`config.mk`:
```
export PLATFORM = sky130hd
export DESIGN_NAME = ecc_scrub_ctrl
export DESIGN_NICKNAME = d
export VERILOG_FILES = /design/src/rtl/ecc_scrub_ctrl.sv
export SDC_FILE = /design/constraint.sdc
export NUM_CORES = 1
export LEC_CHECK = 0
export ABC_AREA = 1
export BUFFER_PORTS_ARGS = -buffer_cell sky130_fd_sc_hd__buf_2
export CORE_ASPECT_RATIO = 1.5
export CORE_MARGIN = 2
export CORE_UTILIZATION = 49
export CTS_BUF_LIST = sky130_fd_sc_hd__clkbuf_4 sky130_fd_sc_hd__clkbuf_8 sky130_fd_sc_hd__clkbuf_16
export CTS_CLUSTER_DIAMETER = 80
export DETAILED_ROUTE_END_ITERATION = 7
export GPL_ROUTABILITY_DRIVEN = 1
export PLACE_DENSITY = 0.81
export SYNTH_ARGS = -nofsm -noshare
export SYNTH_HDL_FRONTEND = slang
export SYNTH_SLANG_ARGS = --single-unit
```
`constraint.sdc`:
```
create_clock -name clk -period 4.7 [get_ports clk]
set_input_delay 0 -clock clk [delete_from_list [all_inputs] [get_ports clk]]
set_output_delay 0 -clock clk [all_outputs]
set_load 0.05 [all_outputs]
```
`src/rtl/ecc_scrub_ctrl.sv`:
```
// ecc_scrub_ctrl: background scrubber for the ECC-protected FIFO storage array.
// Walks every word through the external decoder and rewrites words that held a correctable error.
module ecc_scrub_ctrl #(
  parameter int ADDR_W   = 4,
  parameter int DW       = 32,
  parameter int EW       = 7,
  parameter int INTERVAL = 1024,
  parameter int CNT_W    = 16
) (
  input  logic              clk,
  input  logic              rst,
  input  logic              scrub_en,
  output logic              scr_req,
  input  logic              scr_gnt,
  output logic              scr_we,
  output logic [ADDR_W-1:0] scr_addr,
  output logic [DW-1:0]     scr_wdata,
  output logic [EW-1:0]     scr_wecc,
  input  logic [DW-1:0]     mem_rdata,
  input  logic [EW-1:0]     mem_recc,
  output logic [DW-1:0]     dec_d_in,
  output logic [EW-1:0]     dec_ecc_in,
  input  logic [DW-1:0]     dec_d_out,
  input  logic              dec_sec,
  input  logic              dec_ded,
  output logic [DW-1:0]     enc_d_in,
  input  logic [EW-1:0]     enc_ecc,
  input  logic              fifo_wr_en,
  input  logic [ADDR_W-1:0] fifo_wr_addr,
  output logic [CNT_W-1:0]  sec_cnt,
  output logic [CNT_W-1:0]  ded_cnt,
  output logic              ded_flag,
  output logic [ADDR_W-1:0] ded_addr,
  output logic              pass_done,
  output logic              busy
);

  localparam int                IW        = (INTERVAL > 1) ? $clog2(INTERVAL) : 1;
  localparam logic [IW-1:0]     INT_LAST  = IW'(INTERVAL - 1);
  localparam logic [ADDR_W-1:0] ADDR_LAST = {ADDR_W{1'b1}};

  typedef enum logic [2:0] {
    S_IDLE    = 3'd0,
    S_RD_REQ  = 3'd1,
    S_RD_WAIT = 3'd2,
    S_CHECK   = 3'd3,
    S_WB_REQ  = 3'd4,
    S_NEXT    = 3'd5
  } state_e;

  state_e            state_q, state_d;
  logic [ADDR_W-1:0] addr_q, addr_d;
  logic [IW-1:0]     icnt_q, icnt_d;
  logic [DW-1:0]     cw_data_q, cw_data_d;
  logic [EW-1:0]     cw_ecc_q, cw_ecc_d;
  logic [DW-1:0]     wdata_q, wdata_d;
  logic [CNT_W-1:0]  sec_cnt_q, sec_cnt_d;
  logic [CNT_W-1:0]  ded_cnt_q, ded_cnt_d;
  logic              ded_flag_q, ded_flag_d;
  logic [ADDR_W-1:0] ded_addr_q, ded_addr_d;
  logic              pass_done_q, pass_done_d;
  logic              hit_q, hit_d;
  logic              collide_s;
  logic              wb_abort_s;

  function automatic logic [CNT_W-1:0] sat_inc(input logic [CNT_W-1:0] v);
    if (&v) begin
      return v;
    end else begin
      return v + CNT_W'(1);
    end
  endfunction

  // A FIFO write to the word in flight makes the read copy stale; hit_q remembers it.
  assign collide_s  = fifo_wr_en & (fifo_wr_addr == addr_q);
  assign wb_abort_s = collide_s | hit_q;

  assign scr_req    = (state_q == S_RD_REQ) | ((state_q == S_WB_REQ) & ~wb_abort_s);
  assign scr_we     = (state_q == S_WB_REQ);
  assign scr_addr   = addr_q;
  assign scr_wdata  = wdata_q;
  assign scr_wecc   = (state_q == S_WB_REQ) ? enc_ecc : {EW{1'b0}};
  assign enc_d_in   = wdata_q;
  assign dec_d_in   = cw_data_q;
  assign dec_ecc_in = cw_ecc_q;
  assign sec_cnt    = sec_cnt_q;
  assign ded_cnt    = ded_cnt_q;
  assign ded_flag   = ded_flag_q;
  assign ded_addr   = ded_addr_q;
  assign pass_done  = pass_done_q;
  assign busy       = (state_q != S_IDLE);

  // Next-state and datapath update for the scrub sequence.
  always_comb begin
    state_d     = state_q;
    addr_d      = addr_q;
    icnt_d      = icnt_q;
    cw_data_d   = cw_data_q;
    cw_ecc_d    = cw_ecc_q;
    wdata_d     = wdata_q;
    sec_cnt_d   = sec_cnt_q;
    ded_cnt_d   = ded_cnt_q;
    ded_flag_d  = ded_flag_q;
    ded_addr_d  = ded_addr_q;
    pass_done_d = 1'b0;
    hit_d       = hit_q;
    case (state_q)
      S_IDLE: begin
        hit_d = 1'b0;
        if (!scrub_en) begin
          icnt_d = {IW{1'b0}};
        end else if (icnt_q == INT_LAST) begin
          icnt_d  = {IW{1'b0}};
          state_d = S_RD_REQ;
        end else begin
          icnt_d = icnt_q + IW'(1);
        end
      end
      S_RD_REQ: begin
        if (scr_gnt) begin
          state_d = S_RD_WAIT;
          hit_d   = collide_s;
        end else begin
          state_d = S_RD_REQ;
        end
      end
      S_RD_WAIT: begin
        cw_data_d = mem_rdata;
        cw_ecc_d  = mem_recc;
        state_d   = S_CHECK;
        if (collide_s) begin
          hit_d = 1'b1;
        end else begin
          hit_d = hit_q;
        end
      end
      S_CHECK: begin
        // Counters record the error even when a FIFO write makes the repair unnecessary.
        if (dec_ded) begin
          ded_cnt_d  = sat_inc(ded_cnt_q);
          ded_flag_d = 1'b1;
          ded_addr_d = addr_q;
          state_d    = S_NEXT;
        end else if (dec_sec) begin
          sec_cnt_d = sat_inc(sec_cnt_q);
          wdata_d   = dec_d_out;
          if (wb_abort_s) begin
            state_d = S_NEXT;
          end else begin
            state_d = S_WB_REQ;
          end
        end else begin
          state_d = S_NEXT;
        end
      end
      S_WB_REQ: begin
        if (wb_abort_s) begin
          state_d = S_NEXT;
        end else if (scr_gnt) begin
          state_d = S_NEXT;
        end else begin
          state_d = S_WB_REQ;
        end
      end
      S_NEXT: begin
        addr_d      = addr_q + ADDR_W'(1);
        pass_done_d = (addr_q == ADDR_LAST);
        icnt_d      = {IW{1'b0}};
        hit_d       = 1'b0;
        state_d     = S_IDLE;
      end
      default: begin
        state_d = S_IDLE;
      end
    endcase
  end

  // State and datapath registers.
  always_ff @(posedge clk or posedge rst) begin
    if (rst) begin
      state_q     <= S_IDLE;
      addr_q      <= {ADDR_W{1'b0}};
      icnt_q      <= {IW{1'b0}};
      cw_data_q   <= {DW{1'b0}};
      cw_ecc_q    <= {EW{1'b0}};
      wdata_q     <= {DW{1'b0}};
      sec_cnt_q   <= {CNT_W{1'b0}};
      ded_cnt_q   <= {CNT_W{1'b0}};
      ded_flag_q  <= 1'b0;
      ded_addr_q  <= {ADDR_W{1'b0}};
      pass_done_q <= 1'b0;
      hit_q       <= 1'b0;
    end else begin
      state_q     <= state_d;
      addr_q      <= addr_d;
      icnt_q      <= icnt_d;
      cw_data_q   <= cw_data_d;
      cw_ecc_q    <= cw_ecc_d;
      wdata_q     <= wdata_d;
      sec_cnt_q   <= sec_cnt_d;
      ded_cnt_q   <= ded_cnt_d;
      ded_flag_q  <= ded_flag_d;
      ded_addr_q  <= ded_addr_d;
      pass_done_q <= pass_done_d;
      hit_q       <= hit_d;
    end
  end

endmodule

```
==> summary.txt, run 1 <==
Floorplan
  • Die Y-Extent: 140.4 um
  • Num ports: 244
  • Starting Density: 50.55%
  • Chip width: 94.91 um
  • Core ar.: 12,020 um2
  • DIE AREA: 13,320 um2
  • Num rows: 49

Setup path
  • Crit path top cell by count: nand2_1
  • CP max FO: 36
  • Data required, critical path: 5.04 ns
  • Slowest stage delay, CP: 0.41 ns
  • CP arrival: 2.47 ns
  • R2R Path Start: state_q[2]
  • Crit-path cells: inv_1 > nand3_2 > nor3_4 > buf_4 > inv_2 > nor2_4 > nand2_1 > nand2_1
  • Worst Setup End Kind: flip-flop
  • Worst Setup Path Type: reg2reg
  • Reg2Reg Depth: 8
  • Reg2reg setup slack: 2.56 ns
  • Slowest-stage cell, CP: dfrtp_1
  • RR Endpoint: sec_cnt[13]
  • Startpoint type of the worst setup path: flip-flop

Yosys
  • Synthesized area: 6075 um2
  • Register area share after synthesis: 52.32%
  • Average cell area after synthesis: 7.899 um2
  • Mapped Cells: 769
  • Syn_nets: 862
  • Post-synth cell types: 28
  • Yosys warns: 0
  • Synthesized flop and latch total: 127

GRT
  • Antenna violations before repair: 0
  • Vias in the first global route: 5,823
  • First-pass GRT wire length: 27.08 mm
  • Total GRT Usage: 25.72%
  • Total congestion overflow: 0
  • Largest net degree at the start of global routing: 84

Drt
  • Initial DRT Pass Iterations: 4
  • Antenna Nets Post-Route: 0
  • Remaining DRCs: 0
  • Wire per inst: 13.79 um
  • Final WL: 16.89 mm
  • Drt initial violations: 265
  • Via density: 4.843
  • Via count: 5,933

Layout
  • Commonest non-fill, non-tap cells in the layout: 385 x nand2_1, 243 x buf_2, 127 x dfrtp_1
  • Net count of the finished layout: 1,151
  • Share of layout cells above drive strength 1: 27.08%
  • Commonest non-fill, non-tap cell in the layout: nand2_1
  • Post-Route Utilization: 70.96%
  • Synth-to-Final Area Change: 40.37%
  • # fillers: 896

Timing
  • Final period utilization: 45.49%
  • Final setup viols: 0
  • Worst Skew: 0.01193 ns
  • TNS Setup: 0 ns
  • RSZ-0062 raised after global routing: no
  • Fin crit period: 2.138 ns
  • Slew headroom: 18.85%
  • Setup slack after layout: 2.562 ns
  • Fmax: 467.7 MHz
  • Fin. max-slew vios: 0
  • Slew at the pin closest to its max-slew limit: 1.216 ns
  • Final hold vios: 0

Job
  • Total of max-cap violations: 0

Min path
  • Worst Min Path Start: fifo_wr_addr[1]
  • Hold depth: 6
  • Hold crit path type: in2reg
  • Hold EP: hit_q

Pwr
  • Peak VDD IR: 0.0004632 V
  • Pwr/cell area: 730.4 nW/um2
  • Final Power: 6228 uW
  • P_leak: 0.004804 uW

Place
  • Final GP Congestion: 0.8641
  • Detail Placement HPWL: 10.65 mm
  • Pre-CTS WS: 2.593 ns
  • Port bufs: 243

Clocking
  • Worst-skew pair later-pin latency: 0.41 ns
  • Postcts setup bufs: 0
  • CTS clock-pin slew for the worst setup and hold paths: 0.06 ns
  • H-tree depth: 4
  • Post-cts gate resize count: 0
  • Num CTS Buffers: 17
  • Hold_buf cts: 75
  • Clk buf depth: 2
  • CTS root buf: clkbuf_16
  • Sink Count: 127
  • CTS tree: built

Outcome
  • Run status: finished, final reports clean
==> metal layers <==
layer | wire length (um) | part of all wire [%] | vias to the layer above | global-route usage (%)
met1 | 6312 | 37 | 2775 | 27.37
li1 | - | - | 2912 | -
met3 | 1148 | 6.8 | 34 | 6.993
met2 | 9066 | 54 | 212 | 47.03
met4 | 359 | 2.1 | 0 | 10.14
met5 | 0 | 0 | - | 0
==> cells in the mapped netlist <==
master	number	area (um2)
o21ai_0	13	65.06
clkbuf_1	15	56.30
a21oi_1	4	20.02
o21ai_2	2	17.52
nand2_1	385	1445
or2_2	1	6.260
nor2_4	1	11.26
nor2_2	1	6.260
dfrtp_1	127	3178
o21ai_1	1	5.000
xnor2_1	9	78.83
o22ai_1	5	31.28
nand3b_1	1	7.510
ha_1	4	50.05
xor2_1	23	201.4
inv_2	1	3.750
nor3_2	2	20.02
nor2_1	47	176.4
nand4_1	8	50.05
o211ai_1	1	7.510
nand3_2	1	10.01
nor3b_1	2	15.01
inv_1	48	180.2
nor3_1	8	40.04
buf_2	2	10.01
buf_4	34	255.2
nor3_4	1	16.27
nand3_1	22	110.1
==> worst max-delay path by stage <==
stage	end	startpoint	slack [ns]
3_5_place_dp	sec_cnt[13]	state_q[2]	2.59
3_3_place_gp	sec_cnt[15]	state_q[2]	2.65
4_1_cts	sec_cnt[13]	state_q[2]	2.56
6_report	sec_cnt[13]	state_q[2]	2.56
5_1_grt	ded_cnt[13]	ded_cnt[0]	2.40
2_1_floorplan	dec_d_in[0]	rst	1.32
==> power breakdown <==
| group | internal [uW] | total, uW | switching, uW | leakage (uW) |
|---|---|---|---|---|
| Clock | 786 | 1290 | 502 | 0.000284 |
| Sequential | 1470 | 1750 | 289 | 0.00165 |
| Combinational | 658 | 3180 | 2530 | 0.00287 |
==> logic make-up after synthesis <==
kind of cell,after synthesis,share of synthesized area (%)
xor+xnor,32,4.614
buf+inv,100,8.321
fa+ha+maj,4,0.8239
compound gates,26,2.410
flops,127,52.32
simple gates,480,31.51
==> sequential cells by signal, summed over array words and instances, names as in the netlist <==
register / flops
dec_d_in: 32
ded_flag: 1
ded_cnt: 16
pass_done: 1
enc_d_in: 32
icnt_q: 10
dec_ecc_in: 7
sec_cnt: 16
state_q: 3
ded_addr: 4
hit_q: 1
scr_addr: 4
==> critical path, delay by kind of cell, from the launching register on <==
family        cells  cell delay [ns]
flops             1             0.41
simple gates      5             0.81
buf+inv           3             0.82
==> area by class of cell <==
cell class | count | area, um2 | share of cell area [%]
diodes | 1 | 2.502 | 0.02935
repair buffers | 321 | 1989 | 23.33
multi-input cells | 542 | 2394 | 28.07
well taps | 153 | 191.4 | 2.245
clock buffers | 17 | 425.4 | 4.989
inverters | 49 | 186.4 | 2.186
flip-flops and latches | 127 | 3178 | 37.27
clock inverters | 15 | 160.2 | 1.878
==> per-stage QoR <==
step           hold WS, ns  cell area (um2)  std cells
2_1_floorplan       0.1167             6075        769
3_3_place_gp        0.2003             7188       1117
3_5_place_dp        0.2031             7188       1117
4_1_cts            0.09348             8524       1224
5_1_grt             0.1330             8524       1224
6_report           0.09701             8527       1225
Power figures use the tool's default switching activity.
==> inputs of run 2 (changes only) <==
==> constraint.sdc (replaced) <==
create_clock -name clk -period 2.15 [get_ports clk]
set_input_delay 0 -clock clk [delete_from_list [all_inputs] [get_ports clk]]
set_output_delay 0 -clock clk [all_outputs]
set_load 0.05 [all_outputs]
==> run 2 against run 1 <==
Maximum frequency rose by 8.8%. Die area did not move. Critical path depth did not move. Combinational power rose by 120%. Register-to-register slack got worse by 2.4 ns. Non-clock buffer count rose by 6. Largest cell class unchanged. Highest routed layer unchanged.
==> summary.txt, run 2 (synthesis gave the netlist of run 1 again) <==
Setup path
  • Worst Setup End Kind: flip-flop (unchanged)
  • CP arrival: 2.31 ns (was 2.47 ns)
  • R2R Path Start: icnt_q[0] (was state_q[2])
  • Worst Setup Path Type: reg2reg (unchanged)
  • CP max FO: 6 (was 36)
  • Data required, critical path: 2.50 ns (was 5.04 ns)
  • RR Endpoint: state_q[0] (was sec_cnt[13])
  • Startpoint type of the worst setup path: flip-flop (unchanged)
  • Reg2Reg Depth: 8 (unchanged)
  • Reg2reg setup slack: 0.19 ns (was 2.56 ns)

Timing
  • TNS Setup: 0 ns (unchanged)
  • Fin. max-slew vios: 0 (unchanged)
  • Slew headroom: 59.24% (was 18.85%)
  • Worst Skew: 0.006229 ns (was 0.01193 ns)
  • Final setup viols: 0 (unchanged)
  • Slew at the pin closest to its max-slew limit: 0.6105 ns (was 1.216 ns)
  • Final hold vios: 0 (unchanged)
  • Fin crit period: 1.965 ns (was 2.138 ns)
  • RSZ-0062 raised after global routing: no (unchanged)
  • Fmax: 509.0 MHz (was 467.7 MHz)
  • Fin Hold WS: 0.07207 ns (was 0.09701 ns)
  • Final period utilization: 91.38% (was 45.49%)

Min path
  • Hold depth: 6 (unchanged)
  • Worst Min Path Start: fifo_wr_addr[1] (unchanged)
  • Hold crit path type: in2reg (unchanged)
  • Hold EP: hit_q (unchanged)

Clocking
  • Worst-skew pair later-pin latency: 0.41 ns (about the same)
  • CTS root buf: clkbuf_16 (unchanged)
  • CTS clock-pin slew for the worst setup and hold paths: 0.06 ns (about the same)
  • Hold_buf cts: 75 (unchanged)
  • Postcts setup bufs: 0 (unchanged)
  • Post-cts gate resize count: 0 (unchanged)
  • H-tree depth: 4 (unchanged)
  • Sink Count: 127 (unchanged)
  • CTS tree: built (unchanged)
  • Clk buf depth: 2 (unchanged)
  • Num CTS Buffers: 17 (unchanged)

Layout
  • ANT cells: 0 (was 1)
  • Commonest non-fill, non-tap cells in the layout: 385 x nand2_1, 243 x buf_2, 127 x dfrtp_1 (unchanged)
  • Synth-to-Final Area Change: 40.93% (was 40.37%)
  • Share of layout cells above drive strength 1: 27.48% (was 27.08%)
  • Net count of the finished layout: 1,157 (was 1,151)
  • Non-Filler Instances: 1,230 (was 1,225)
  • Final Cell Area: 8561 um2 (was 8527 um2)
  • # fillers: 918 (was 896)
  • Commonest non-fill, non-tap cell in the layout: nand2_1 (unchanged)

GRT
  • First-pass GRT wire length: 26.34 mm (was 27.08 mm)
  • Antenna violations before repair: 0 (unchanged)
  • Total congestion overflow: 0 (unchanged)
  • Largest net degree at the start of global routing: 69 (was 84)
  • Total GRT Usage: 25.02% (was 25.72%)
  • Vias in the first global route: 5,776 (was 5,823)

Place
  • Final GP Congestion: 0.8460 (was 0.8641)
  • Detail Placement HPWL: 10.83 mm (was 10.65 mm)
  • DP Area: 7259 um2 (was 7188 um2)
  • Port bufs: 243 (unchanged)
  • Placed Cells: 1,123 (was 1,117)

Pwr
  • Final Power: 13,470 uW (was 6228 uW)
  • Pwr/cell area: 1574 nW/um2 (was 730.4 nW/um2)
  • P_leak: 0.004819 uW (was 0.004804 uW)
  • Peak VDD IR: 0.001311 V (was 0.0004632 V)

Floorplan
  • Chip width: 94.91 um (unchanged)
  • Num rows: 49 (unchanged)
  • Num ports: 244 (unchanged)
  • Die Y-Extent: 140.4 um (unchanged)
  • Starting Density: 50.55% (unchanged)
  • Core ar.: 12,020 um2 (unchanged)
  • DIE AREA: 13,320 um2 (unchanged)

Drt
  • Via count: 5,902 (was 5,933)
  • Remaining DRCs: 0 (unchanged)
  • Via density: 4.798 (was 4.843)
  • Drt initial violations: 240 (was 265)
  • Final WL: 16.55 mm (was 16.89 mm)
  • Wire per inst: 13.46 um (was 13.79 um)
  • Initial DRT Pass Iterations: 4 (unchanged)
  • Antenna Nets Post-Route: 0 (unchanged)

Outcome
  • Run status: finished, final reports clean (unchanged)

Job
  • Total of max-cap violations: 0 (unchanged)
==> run 2: cell types whose count changed in the layout (fill, tap and decap cells not counted) <==
cell	previous run	this run
inv_4	1	0
o21ai_1	1	2
buf_12	0	2
inv_6	4	8
clkinv_2	3	1
bufinv_16	2	0
o21ai_0	13	12
diode_2	1	0
clkinvlp_4	2	3
buf_4	3	7
==> run 2: worst max-delay path by stage <==
stage	from	endpoint	slack, ns
after floorplan	ded_cnt[0]	ded_cnt[2]	0.11
after global placement	ded_cnt[0]	ded_cnt[11]	0.42
after detailed placement	ded_cnt[0]	ded_cnt[14]	0.35
after CTS	icnt_q[0]	state_q[0]	0.20
after global routing	icnt_q[0]	state_q[0]	0.006
final	icnt_q[0]	state_q[0]	0.19
==> run 2: critical path, stage by stage, from the launching register on <==
cell and delay [ns]:
dfrtp_1 0.44, ha_1 0.22, nand2_1 0.08, nor2_1 0.16, nand3_1 0.14, nor2_1 0.13, a21oi_1 0.08, a21oi_1 0.10
dlygate4sd3_1 0.55
==> run 2: stage by stage <==
step                utilization [%]  worst slack [ns]
finish                        71.24            0.1853
global route                  71.24          0.006049
CTS                           71.24            0.1959
detailed placement            60.41            0.3479
global placement              60.41            0.4190
floorplan                         -            0.1072
==> run 2: power breakdown <==
| part | total, uW | switching (uW) | internal, uW |
|---|---|---|---|
| Combinational | 7020 | 5550 | 1470 |
| Clock | 2630 | 1130 | 1500 |
| Sequential | 3820 | 619 | 3210 |
| Total | 13500 | 7290 | 6180 |
==> run 2: metal layers <==
layer / up-vias / global-route usage [%] / wire length (um)
met1: 2749 / 26.99 / 6204
li1: 2910 / - / -
met4: 0 / 9.840 / 435
met2: 208 / 45.35 / 8821
met5: - / 0 / 0
met3: 35 / 6.832 / 1088
==> run 2: area by class of cell <==
cell class                 instances  area (um2)  area share, %
sequential                       127        3178          37.12
multi-input combinational        542        2394          27.96
timing repair buffer             327        2059          24.06
clock buffer                      17       425.4          4.969
tap                              153       191.4          2.236
inverter                          49       187.7          2.192
clock inverter                    15       125.1          1.462
==> inputs of run 3 (changes only) <==
--- a/config.mk
+++ b/config.mk
@@ -5,16 +5,15 @@
 export SDC_FILE = /design/constraint.sdc
 export NUM_CORES = 1
 export LEC_CHECK = 0
-export ABC_AREA = 1
 export BUFFER_PORTS_ARGS = -buffer_cell sky130_fd_sc_hd__buf_2
 export CORE_ASPECT_RATIO = 1.5
 export CORE_MARGIN = 2
-export CORE_UTILIZATION = 49
+export CORE_UTILIZATION = 48
 export CTS_BUF_LIST = sky130_fd_sc_hd__clkbuf_4 sky130_fd_sc_hd__clkbuf_8 sky130_fd_sc_hd__clkbuf_16
 export CTS_CLUSTER_DIAMETER = 80
 export DETAILED_ROUTE_END_ITERATION = 7
 export GPL_ROUTABILITY_DRIVEN = 1
-export PLACE_DENSITY = 0.81
+export PLACE_DENSITY = 0.8
 export SYNTH_ARGS = -nofsm -noshare
 export SYNTH_HDL_FRONTEND = slang
 export SYNTH_SLANG_ARGS = --single-unit
==> run 3 against run 2 <==
Total power grew 2.9%. Non-clock buffer count shrank 5. Combinational power grew 1%. Synthesized cell count shrank 38%. Sequential share of layout area grew 1.1 points. Register-to-register slack gained 0.02 ns. First-iteration DRC count grew 10%. Highest routed layer unchanged.
==> summary.txt, run 3 <==
Min path
  • Hold EP: icnt_q[8] (was hit_q)
  • Hold crit path type: in2reg (unchanged)
  • Hold depth: 3 (was 6)
  • Worst Min Path Start: scrub_en (was fifo_wr_addr[1])

Drt
  • Initial DRT Pass Iterations: 4 (unchanged)
  • Remaining DRCs: 0 (unchanged)
  • Via density: 5.225 (was 4.798)
  • Via count: 4,880 (was 5,902)
  • Drt initial violations: 264 (was 240)
  • Antenna Nets Post-Route: 0 (unchanged)
  • Final WL: 16.13 mm (was 16.55 mm)
  • Wire per inst: 17.27 um (was 13.46 um)

Timing
  • Fin. max-slew vios: 0 (unchanged)
  • Fin crit period: 2.020 ns (was 1.965 ns)
  • Slew at the pin closest to its max-slew limit: 0.7134 ns (was 0.6105 ns)
  • Slew headroom: 52.34% (was 59.24%)
  • Worst Skew: 0.009484 ns (was 0.006229 ns)
  • Final hold vios: 0 (unchanged)
  • Final period utilization: 93.95% (was 91.38%)
  • Fmax: 495.1 MHz (was 509.0 MHz)
  • Final setup viols: 0 (unchanged)
  • RSZ-0062 raised after global routing: no (unchanged)
  • Fin Hold WS: 0.04433 ns (was 0.07207 ns)
  • TNS Setup: 0 ns (unchanged)
  • Setup slack after layout: 0.1301 ns (was 0.1853 ns)

Clocking
  • CTS tree: built (unchanged)
  • H-tree depth: 4 (unchanged)
  • Sink Count: 127 (unchanged)
  • Postcts setup bufs: 0 (unchanged)
  • Clk buf depth: 2 (unchanged)
  • Post-cts gate resize count: 0 (unchanged)
  • CTS clock-pin slew for the worst setup and hold paths: 0.06 ns (about the same)
  • Hold_buf cts: 73 (was 75)
  • CTS root buf: clkbuf_16 (unchanged)
  • Worst-skew pair later-pin latency: 0.42 ns (was 0.41 ns)
  • Num CTS Buffers: 17 (unchanged)

Pwr
  • Peak VDD IR: 0.001292 V (was 0.001311 V)
  • Pwr/cell area: 1667 nW/um2 (was 1574 nW/um2)
  • P_leak: 0.004183 uW (was 0.004819 uW)

Place
  • Detail Placement HPWL: 10.56 mm (was 10.83 mm)
  • Final GP Congestion: 0.8945 (was 0.8460)
  • Port bufs: 243 (unchanged)
  • Pre-CTS WS: 0.2072 ns (was 0.3479 ns)

GRT
  • Total GRT Usage: 25.22% (was 25.02%)
  • Total congestion overflow: 0 (unchanged)
  • Largest net degree at the start of global routing: 52 (was 69)
  • Antenna violations before repair: 0 (unchanged)
  • Vias in the first global route: 5,079 (was 5,776)
  • First-pass GRT wire length: 25.67 mm (was 26.34 mm)

Yosys
  • Most used DFF post-synth: dfrtp_1 (unchanged)
  • Average cell area after synthesis: 12.21 um2 (was 7.899 um2)
  • Yosys warns: 0 (unchanged)
  • Adder-cell area share of the yosys netlist: 0.8649% (was 0.8239%)
  • Area share of the largest cell type after synthesis: 54.92% (was 52.32%)
  • Multiplexer share of the synthesized area: 15.16% (was 0%)
  • Post-synth EDFFs: 0 (unchanged)
  • Syn_nets: 567 (was 862)
  • Cell taking the most area after synthesis: dfrtp_1 (unchanged)
  • Synthesized area: 5787 um2 (was 6075 um2)
  • Post-synth cell types: 54 (was 28)
  • Commonest cells post-synth: 127 x dfrtp_1, 77 x mux2_2, 32 x buf_4, 31 x nand2_1, 24 x xor2_1 (was 385 x nand2_1, 127 x dfrtp_1, 48 x inv_1, 47 x nor2_1, 34 x buf_4)
  • Dominant combinational cell family by area after synthesis: multiplexers (was simple AND/OR/NAND/NOR gates)
  • Post-Synth XOR/XNOR Area: 5.146% (was 4.614%)
  • Synth Area in Compound Gates: 4.886% (was 2.410%)
  • Synth top area cells: dfrtp_1 55%, mux2_2 15%, buf_4 4.2% (was dfrtp_1 52%, nand2_1 24%, buf_4 4.2%)
  • Synth Area in Simple Gates: 13.06% (was 31.51%)
  • Register area share after synthesis: 54.92% (was 52.32%)
  • Synthesized flop and latch total: 127 (unchanged)
  • FFs w/ async S/R, synth: 100.0% (unchanged)
  • Most common cell in the netlist: dfrtp_1 (was nand2_1)
  • Mapped Cells: 474 (was 769)

Layout
  • Commonest non-fill, non-tap cell in the layout: buf_2 (was nand2_1)
  • Net count of the finished layout: 861 (was 1,157)
  • ANT cells: 0 (unchanged)
  • Share of layout cells above drive strength 1: 47.50% (was 27.48%)
  • Commonest non-fill, non-tap cells in the layout: 243 x buf_2, 127 x dfrtp_1, 77 x mux2_2 (was 385 x nand2_1, 243 x buf_2, 127 x dfrtp_1)
  • Synth-to-Final Area Change: 43.72% (was 40.93%)

Setup path
  • Worst Setup End Kind: primary output (was flip-flop)
  • Startpoint type of the worst setup path: flip-flop (unchanged)
  • Reg2Reg Depth: 4 (was 8)
  • R2R Path Start: state_q[0] (was icnt_q[0])
  • RR Endpoint: icnt_q[7] (was state_q[0])
  • Data required, critical path: 2.15 ns (was 2.50 ns)
  • Worst Setup Path Type: reg2out (was reg2reg)
  • Reg2reg setup slack: 0.21 ns (was 0.19 ns)
  • Worst setup path startpoint: scr_addr[2] (was icnt_q[0])
  • CP arrival: 2.02 ns (was 2.31 ns)
  • CP max FO: 6 (unchanged)

Floorplan
  • DIE AREA: 12,970 um2 (was 13,320 um2)
  • Die Y-Extent: 138.5 um (was 140.4 um)
  • Core ar.: 11,890 um2 (was 12,020 um2)
  • Chip width: 93.65 um (was 94.91 um)
  • Num rows: 49 (unchanged)
  • Num ports: 244 (unchanged)
  • Starting Density: 48.65% (was 50.55%)

Outcome
  • Run status: finished, final reports clean (unchanged)

Job
  • Total of max-cap violations: 0 (unchanged)
-- run 3: cell types whose count changed after synthesis, sizes merged, moves of 9 or more --
cell / delta
nand2: -354
clkbuf: -9
inv: -41
nor2: -35
and3: +13
mux2: +77
-- run 3: per-stage QoR --
stage          instance area (um2)  instances  utilization, %  power (uW)
2_1_floorplan                 5791        474               -        9568
3_3_place_gp                  6990        829           58.77       10640
3_5_place_dp                  6990        829           58.77       10840
4_1_cts                       8317        934           69.92       13840
5_1_grt                       8317        934           69.92       14420
6_report                      8317        934           69.92       13870
-- run 3: cells by family after synthesis --
| kind of cell | count (synthesis) |
|---|---|
| AND/OR/NAND/NOR | 136 |
| flip-flops | 127 |
| multiplexers | 78 |
| buffers and inverters | 55 |
| AO/OA/AOI/OAI | 40 |
| XOR/XNOR | 34 |
| adder cells (fa/ha/maj) | 4 |
-- run 3: power by group --
part           internal (uW)  switching, uW  total, uW
clock                   1750           1120       2870
combinational           1810           5280       7090
sequential              3220            682       3910
total                   6790           7080      13900
-- run 3: metal layers --
| layer | vias to the layer above | GRT usage, % | wire length, um |
|---|---|---|---|
| met4 | 0 | 10.07 | 410 |
| met1 | 2383 | 26.81 | 5773 |
| met5 | - | 0 | 0 |
| met2 | 199 | 46.08 | 8888 |
| li1 | 2262 | - | - |
| met3 | 36 | 7.139 | 1058 |
-- run 3: critical path, stage by stage (launching register included) --
cell and delay [ns]:
dfrtp_1 0.45, xor2_1 0.19, nor3_1 0.45, a211o_1 0.22, a21oi_1 0.07, buf_2 0.23
-- run 3: worst max path at each step --
stage / to / slack (ns) / depth (start not counted)
after floorplan: sec_cnt[1] / 0.05 / 5
after global placement: icnt_q[7] / 0.30 / 4
after detailed placement: icnt_q[7] / 0.21 / 4
after CTS: scr_req / 0.13 / 5
after global routing: scr_req / 0.03 / 5
final: scr_req / 0.13 / 5
-- run 3: area by class of cell --
class / instances / area, um2
Clock buffer: 18 / 439.2
Clock inverter: 14 / 156.4
Fill cell: 840 / 3577
Inverter: 8 / 33.78
Multi-Input combinational cell: 292 / 2276
Sequential cell: 127 / 3178
Tap cell: 153 / 191.4
Timing Repair Buffer: 322 / 2042
